$ cat src/rtl/md4_pkg.sv
// Shared definitions for the MD4 digest matcher: digest size, the well-known empty-string digest
// and the matcher state encoding.
package md4_pkg;
    localparam int DIGEST_BYTES = 16;

    // MD4("") = 31d6cfe0d16ae931b73c59d7e0c089c0, packed with byte 0 in bits [7:0]
    localparam logic [127:0] MD4_EMPTY_DIGEST = 128'hc089c0e0_d7593cb7_31e96ad1_e0cfd631;

    typedef enum logic [1:0] {
        LOAD    = 2'd0,
        COLLECT = 2'd1,
        RESULT  = 2'd2
    } state_t;
endpackage

$ cat src/rtl/digest_capture.sv
// Byte-indexed digest register file; the committed image is published only when the final byte
// of a digest is written, so readers never see a partially written digest.
module digest_capture #(
    parameter int NBYTES = md4_pkg::DIGEST_BYTES
) (
    input  logic                clk,
    input  logic                reset,
    input  logic                wr_en,
    input  logic [4:0]          wr_idx,
    input  logic [7:0]          wr_byte,
    input  logic                commit,
    output logic [8*NBYTES-1:0] data
);
    import md4_pkg::*;

    logic [8*NBYTES-1:0] bytes_q;
    logic [8*NBYTES-1:0] bytes_d;

    always_comb begin
        bytes_d = bytes_q;
        for (int i = 0; i < NBYTES; i++) begin
            if (wr_en && wr_idx == 5'(i)) begin
                bytes_d[8*i +: 8] = wr_byte;
            end
        end
    end

    always_ff @(posedge clk or posedge reset) begin
        if (reset) begin
            bytes_q <= '0;
            data    <= '0;
        end else begin
            bytes_q <= bytes_d;
            if (commit) begin
                data <= bytes_d;
            end
        end
    end
endmodule

$ cat src/rtl/md4_digest_matcher.sv
// Collects serial MD4 digests, compares them on the fly against a loaded target and records the
// first matching candidate index plus a saturating count of checked hashes.
module md4_digest_matcher #(
    parameter int DIGEST_BYTES = md4_pkg::DIGEST_BYTES,
    parameter int IDX_W        = 32,
    parameter int CNT_W        = 32
) (
    input  logic                      clk,
    input  logic                      reset,
    input  logic [7:0]                target_byte,
    input  logic                      target_write,
    input  logic                      target_clear,
    input  logic [7:0]                in_byte,
    input  logic                      in_write,
    output logic                      in_ready,
    input  logic [IDX_W-1:0]          cand_index,
    output logic                      armed,
    output logic                      digest_done,
    output logic                      match,
    output logic                      found,
    output logic                      halt,
    output logic [IDX_W-1:0]          match_index,
    output logic [CNT_W-1:0]          hashes_checked,
    output logic [8*DIGEST_BYTES-1:0] last_digest
);
    import md4_pkg::*;

    localparam logic [4:0] LAST_IDX = 5'(DIGEST_BYTES - 1);

    state_t                    state;
    logic [4:0]                tgt_cnt;
    logic [4:0]                byte_cnt;
    logic                      mismatch;
    logic [IDX_W-1:0]          cap_index;
    logic [8*DIGEST_BYTES-1:0] target;
    logic [7:0]                tgt_byte;
    logic                      tgt_wr;
    logic                      accept;
    logic                      last_byte;
    logic                      digest_ok;

    assign tgt_wr    = (state == LOAD) && target_write && !target_clear;
    assign accept    = (state == COLLECT) && in_write && !target_clear;
    assign last_byte = (byte_cnt == LAST_IDX);
    assign digest_ok = !(mismatch || (in_byte != tgt_byte));
    assign halt      = found;

    always_comb begin
        tgt_byte = '0;
        for (int i = 0; i < DIGEST_BYTES; i++) begin
            if (byte_cnt == 5'(i)) begin
                tgt_byte = target[8*i +: 8];
            end
        end
    end

    digest_capture #(.NBYTES(DIGEST_BYTES)) u_target (
        .clk     (clk),
        .reset   (reset),
        .wr_en   (tgt_wr),
        .wr_idx  (tgt_cnt),
        .wr_byte (target_byte),
        .commit  (tgt_wr && tgt_cnt == LAST_IDX),
        .data    (target)
    );

    digest_capture #(.NBYTES(DIGEST_BYTES)) u_last (
        .clk     (clk),
        .reset   (reset),
        .wr_en   (accept),
        .wr_idx  (byte_cnt),
        .wr_byte (in_byte),
        .commit  (accept && last_byte),
        .data    (last_digest)
    );

    // Results are registered on the edge that accepts the final byte, so they are all visible
    // during the single RESULT cycle together with digest_done.
    always_ff @(posedge clk or posedge reset) begin
        if (reset) begin
            state          <= LOAD;
            tgt_cnt        <= '0;
            byte_cnt       <= '0;
            mismatch       <= 1'b0;
            cap_index      <= '0;
            in_ready       <= 1'b0;
            armed          <= 1'b0;
            digest_done    <= 1'b0;
            match          <= 1'b0;
            found          <= 1'b0;
            match_index    <= '0;
            hashes_checked <= '0;
        end else begin
            digest_done <= 1'b0;
            match       <= 1'b0;
            if (target_clear) begin
                state          <= LOAD;
                tgt_cnt        <= '0;
                byte_cnt       <= '0;
                mismatch       <= 1'b0;
                in_ready       <= 1'b0;
                armed          <= 1'b0;
                found          <= 1'b0;
                match_index    <= '0;
                hashes_checked <= '0;
            end else begin
                case (state)
                    LOAD: begin
                        if (target_write) begin
                            tgt_cnt <= tgt_cnt + 5'd1;
                            if (tgt_cnt == LAST_IDX) begin
                                armed    <= 1'b1;
                                in_ready <= 1'b1;
                                state    <= COLLECT;
                            end
                        end
                    end
                    COLLECT: begin
                        if (in_write) begin
                            if (byte_cnt == 5'd0) begin
                                cap_index <= cand_index;
                            end
                            if (last_byte) begin
                                state       <= RESULT;
                                in_ready    <= 1'b0;
                                digest_done <= 1'b1;
                                match       <= digest_ok;
                                byte_cnt    <= '0;
                                mismatch    <= 1'b0;
                                if (hashes_checked != '1) begin
                                    hashes_checked <= hashes_checked + 1'b1;
                                end
                                if (digest_ok && !found) begin
                                    found       <= 1'b1;
                                    match_index <= (byte_cnt == 5'd0) ? cand_index : cap_index;
                                end
                            end else begin
                                byte_cnt <= byte_cnt + 5'd1;
                                mismatch <= !digest_ok;
                            end
                        end
                    end
                    RESULT: begin
                        state    <= COLLECT;
                        in_ready <= 1'b1;
                    end
                    default: begin
                        state    <= LOAD;
                        in_ready <= 1'b0;
                    end
                endcase
            end
        end
    end
endmodule
$ cat config.mk
export PLATFORM = sky130hd
export DESIGN_NAME = md4_digest_matcher
export DESIGN_NICKNAME = d
export VERILOG_FILES = /design/src/rtl/md4_pkg.sv /design/src/rtl/digest_capture.sv /design/src/rtl/md4_digest_matcher.sv
export SDC_FILE = /design/constraint.sdc
export NUM_CORES = 1
export LEC_CHECK = 0
export CAP_MARGIN = 20
export CORE_ASPECT_RATIO = 2
export CORE_UTILIZATION = 52
export DETAILED_ROUTE_END_ITERATION = 12
export GPL_TIMING_DRIVEN = 0
export PLACE_DENSITY = 0.88
export SLEW_MARGIN = 20
export SYNTH_ARGS = -nofsm -noshare
export SYNTH_HDL_FRONTEND = slang
export SYNTH_SLANG_ARGS = --single-unit
$ cat constraint.sdc
create_clock -name clk -period 22 [get_ports clk]
set_input_delay 4.4 -clock clk [delete_from_list [all_inputs] [get_ports clk]]
set_output_delay 4.4 -clock clk [all_outputs]
set_load 0.02 [all_outputs]
==> results.cfg <==
[synthesis]
synthAdderAreaFrac_pct = 0.479
synth-simple-area-share_pct = 17.6
synth.mux.area_fraction_pct = 14.8
seq_area_frac_synth_pct = 58.3
synth_compound_area_share_pct = 4.81
synth.avg_cell_area_um2 = 10.6
ys.flop_type = dfrtp_1
synth_cell_types = 69
synth_nets = 2521
ys_async_sr_fraction_pct = 100
yosysTopAreaCell = dfrtp_1
yosys_register_bits = 609
netlist_area_um2 = 26100
synth_edf_count = 0
synth_warnings = 0
synth_top_family_by_area = simple AND/OR/NAND/NOR gates
syn_inst = 2458
synth_xor_xnor_area_share_pct = 1.04
synth_top_area_share_pct = 58.3
synthTopCellsByArea = dfrtp_1 (58%), mux2_2 (12%), nand2_1 (11%)

[outcome]
outcome = finished, final reports clean

[clock_network]
cts.path.max_buffers = 3
h-tree-depth = 2
clk_latency_ns = 0.61
numCtsBuffers = 50
tritoncts = yes
hold_buffers = 0
cts_resized = 0
cts-root-buf = clkbuf_16
clkTransAtPathRegs_ns = 0.07
post_cts_buffers = 0
clock-sinks = 609

[place]
dp_hpwl_mm = 63.5
io_buffers = 246
dp_slack_ns = 14.03
dpl-instance-area_um2 = 29600
gp_congestion = 1.04
numPlacedInstances = 3354

[finish]
finalNonFillerCells = 3448
final_common_cell = nand2_1
nets = 2826
final_cell_mix = nand2_1 (793), dfrtp_1 (609), mux2_2 (275)
design_area_um2 = 31300
drive_above_1_share_pct = 15.7
area_growth_pct = 19.9
fin_util_pct = 63.5

[critical_path]
cpPeakStageDelay_ns = 0.65
cp-startpoint = target_clear
path_max_fanout = 10
setup.reg_to_reg.worst_slack_ns = 16.65
start_kind = primary input
endpoint_kind = flop
crit_family = buffers and inverters
critPathBufInv = 6
path_class = primary input to flop
required_ns = 22.53
cp.depth = 9
crit_end = u_target.data[53]$_DFFE_PP0P_
ff2ff_path_depth = 14
r2r-end = match_index[3]$_DFFE_PP0P_
critPathArrivalTime_ns = 7.91
cp_cell_sequence = clkdlybuf4s50_1 > clkbuf_1 > inv_1 > and3_1 > clkbuf_1 > clkbuf_1 > clkbuf_1 > nand2_1 > nand2_1
critPathSlowestCell = clkbuf_1
path_common_cell = clkbuf_1
r2r-start = byte_cnt[1]$_DFFE_PP0P_

[global_route]
grt_pass1_vias = 21300
grt_pass1_wl_mm = 130
grt_overflow = 0
antenna_found_initial = 2
grt_max_degree = 114
grt.total_usage_pct = 34.5

[routing]
drc = 0
dr.first_iter.drc_count = 1377
final_antenna_net_count = 0
drtPass1Iterations = 7
wl_per_cell_um = 25.3
wl_mm = 87.3
via_per_inst = 5.81
num_vias = 20000

[floorplan]
coreArea_um2 = 49400
ios = 251
die_y_um = 319
num_rows = 115
die_w_um = 161
start_util_pct = 53.0
die_area_um2 = 51200

[timing]
tightest_slew_ns = 1.13
finalHoldViolCount = 0
fin_crit_sh_pct = 33.6
relSlewSlack_pct = 24.0
fmax_mhz = 135
slew_violations = 0
skew_ns = 0.0213
worst_slack_ns = 14.62
setup_viol_count_final = 0
rsz0062_at_grt = false
fin_crit_ns = 7.38
hold_slack_ns = 0.476

[power_and_ir_drop]
ir_drop_v = 0.0000731
leakage_nw = 16.0
power_density_nw_per_um2 = 70.0

[run]
cap_violations = 0

[hold_path]
hold_path_class = flop to flop
[metal layers]
layer / vias up / GRT usage (%) / wire length [um]
li1: 8756 / - / -
met1: 10100 / 35.0 / 29000
met2: 875 / 61.4 / 45200
met3: 337 / 6.24 / 5030
met4: 0 / 27.9 / 8090
met5: - / 0 / 0
[power breakdown]
| group | total, mW | leakage [nW] | internal [mW] | switching (mW) |
|---|---|---|---|---|
| clock | 0.954 | 0.856 | 0.524 | 0.430 |
| combinational | 0.0948 | 6.72 | 0.0323 | 0.0625 |
| sequential | 1.14 | 8.39 | 1.14 | 0.00615 |
| total | 2.19 | 16.0 | 1.69 | 0.498 |
[metrics by stage]
stage	power (mW)	setup TNS [ns]
after floorplan	1.22	0
after global placement	1.25	-2838.69
after detailed placement	1.26	0
after CTS	2.20	0
after global routing	2.25	0
final	2.19	0
[area by class of cell]
| class | count | area [um^2] |
|---|---|---|
| antenna | 2 | 5.00 |
| buffer | 152 | 649 |
| clock buffer | 64 | 1390 |
| clock inverter | 28 | 345 |
| fill | 3714 | 18000 |
| inverter | 34 | 135 |
| multi-input combinational | 1663 | 10200 |
| sequential | 609 | 15200 |
| tap | 643 | 805 |
| timing repair buffer | 253 | 2620 |
[cell usage after synthesis (all sizes together) (10+ instances only)]
library cell and count:
nand3 32, buf 36, nand2 793, a21oi 57
nor3 19, xor2 16, nor2b 41, xnor2 15
nand3b 10, or3 11, nand4 12, mux2 304
nor2 121, inv 34, ha 10, o21ai 36
dfrtp 609, o22ai 15, mux2i 34, clkbuf 116
nand2b 13
[state kept, by name, indices dropped and copies added, names as in the netlist, 2 cells and up]
name              cells
u_last.data         128
u_target.data       128
u_last.bytes_q      120
u_target.bytes_q    120
cap_index            32
hashes_checked       32
match_index          32
byte_cnt              5
tgt_cnt               5
state                 2
[worst min-delay path, cell delays in order (launching register included)]
cell     delay [ns]
dfrtp_1        0.34
nand2_1        0.05
nand2_1        0.05
[cells by family (layout without fill, tap and decap cells)]
group                    Yosys count  after routing
multiplexers                     338            338
buffers and inverters            186            531
XOR/XNOR                          31             31
adder cells (fa/ha/maj)           10             10
other                              0              2
flip-flops                       609            609
AND/OR/NAND/NOR                 1096           1096
AO/OA/AOI/OAI                    188            188
[worst min path at each step]
stage	endpoint	cells past startpoint	slack [ns]	start
after CTS	u_last.data[28]$_DFFE_PP0P_	2	0.48	u_last.data[28]$_DFFE_PP0P_
after global placement	u_target.data[122]$_DFFE_PP0P_	2	0.46	u_target.data[122]$_DFFE_PP0P_
after global routing	u_last.data[102]$_DFFE_PP0P_	2	0.49	u_last.data[102]$_DFFE_PP0P_
after detailed placement	u_last.data[74]$_DFFE_PP0P_	2	0.46	u_last.data[74]$_DFFE_PP0P_
final	u_last.data[85]$_DFFE_PP0P_	2	0.48	u_last.data[85]$_DFFE_PP0P_
after floorplan	u_target.data[31]$_DFFE_PP0P_	2	0.44	u_target.data[31]$_DFFE_PP0P_
Power figures use the tool's default switching activity.
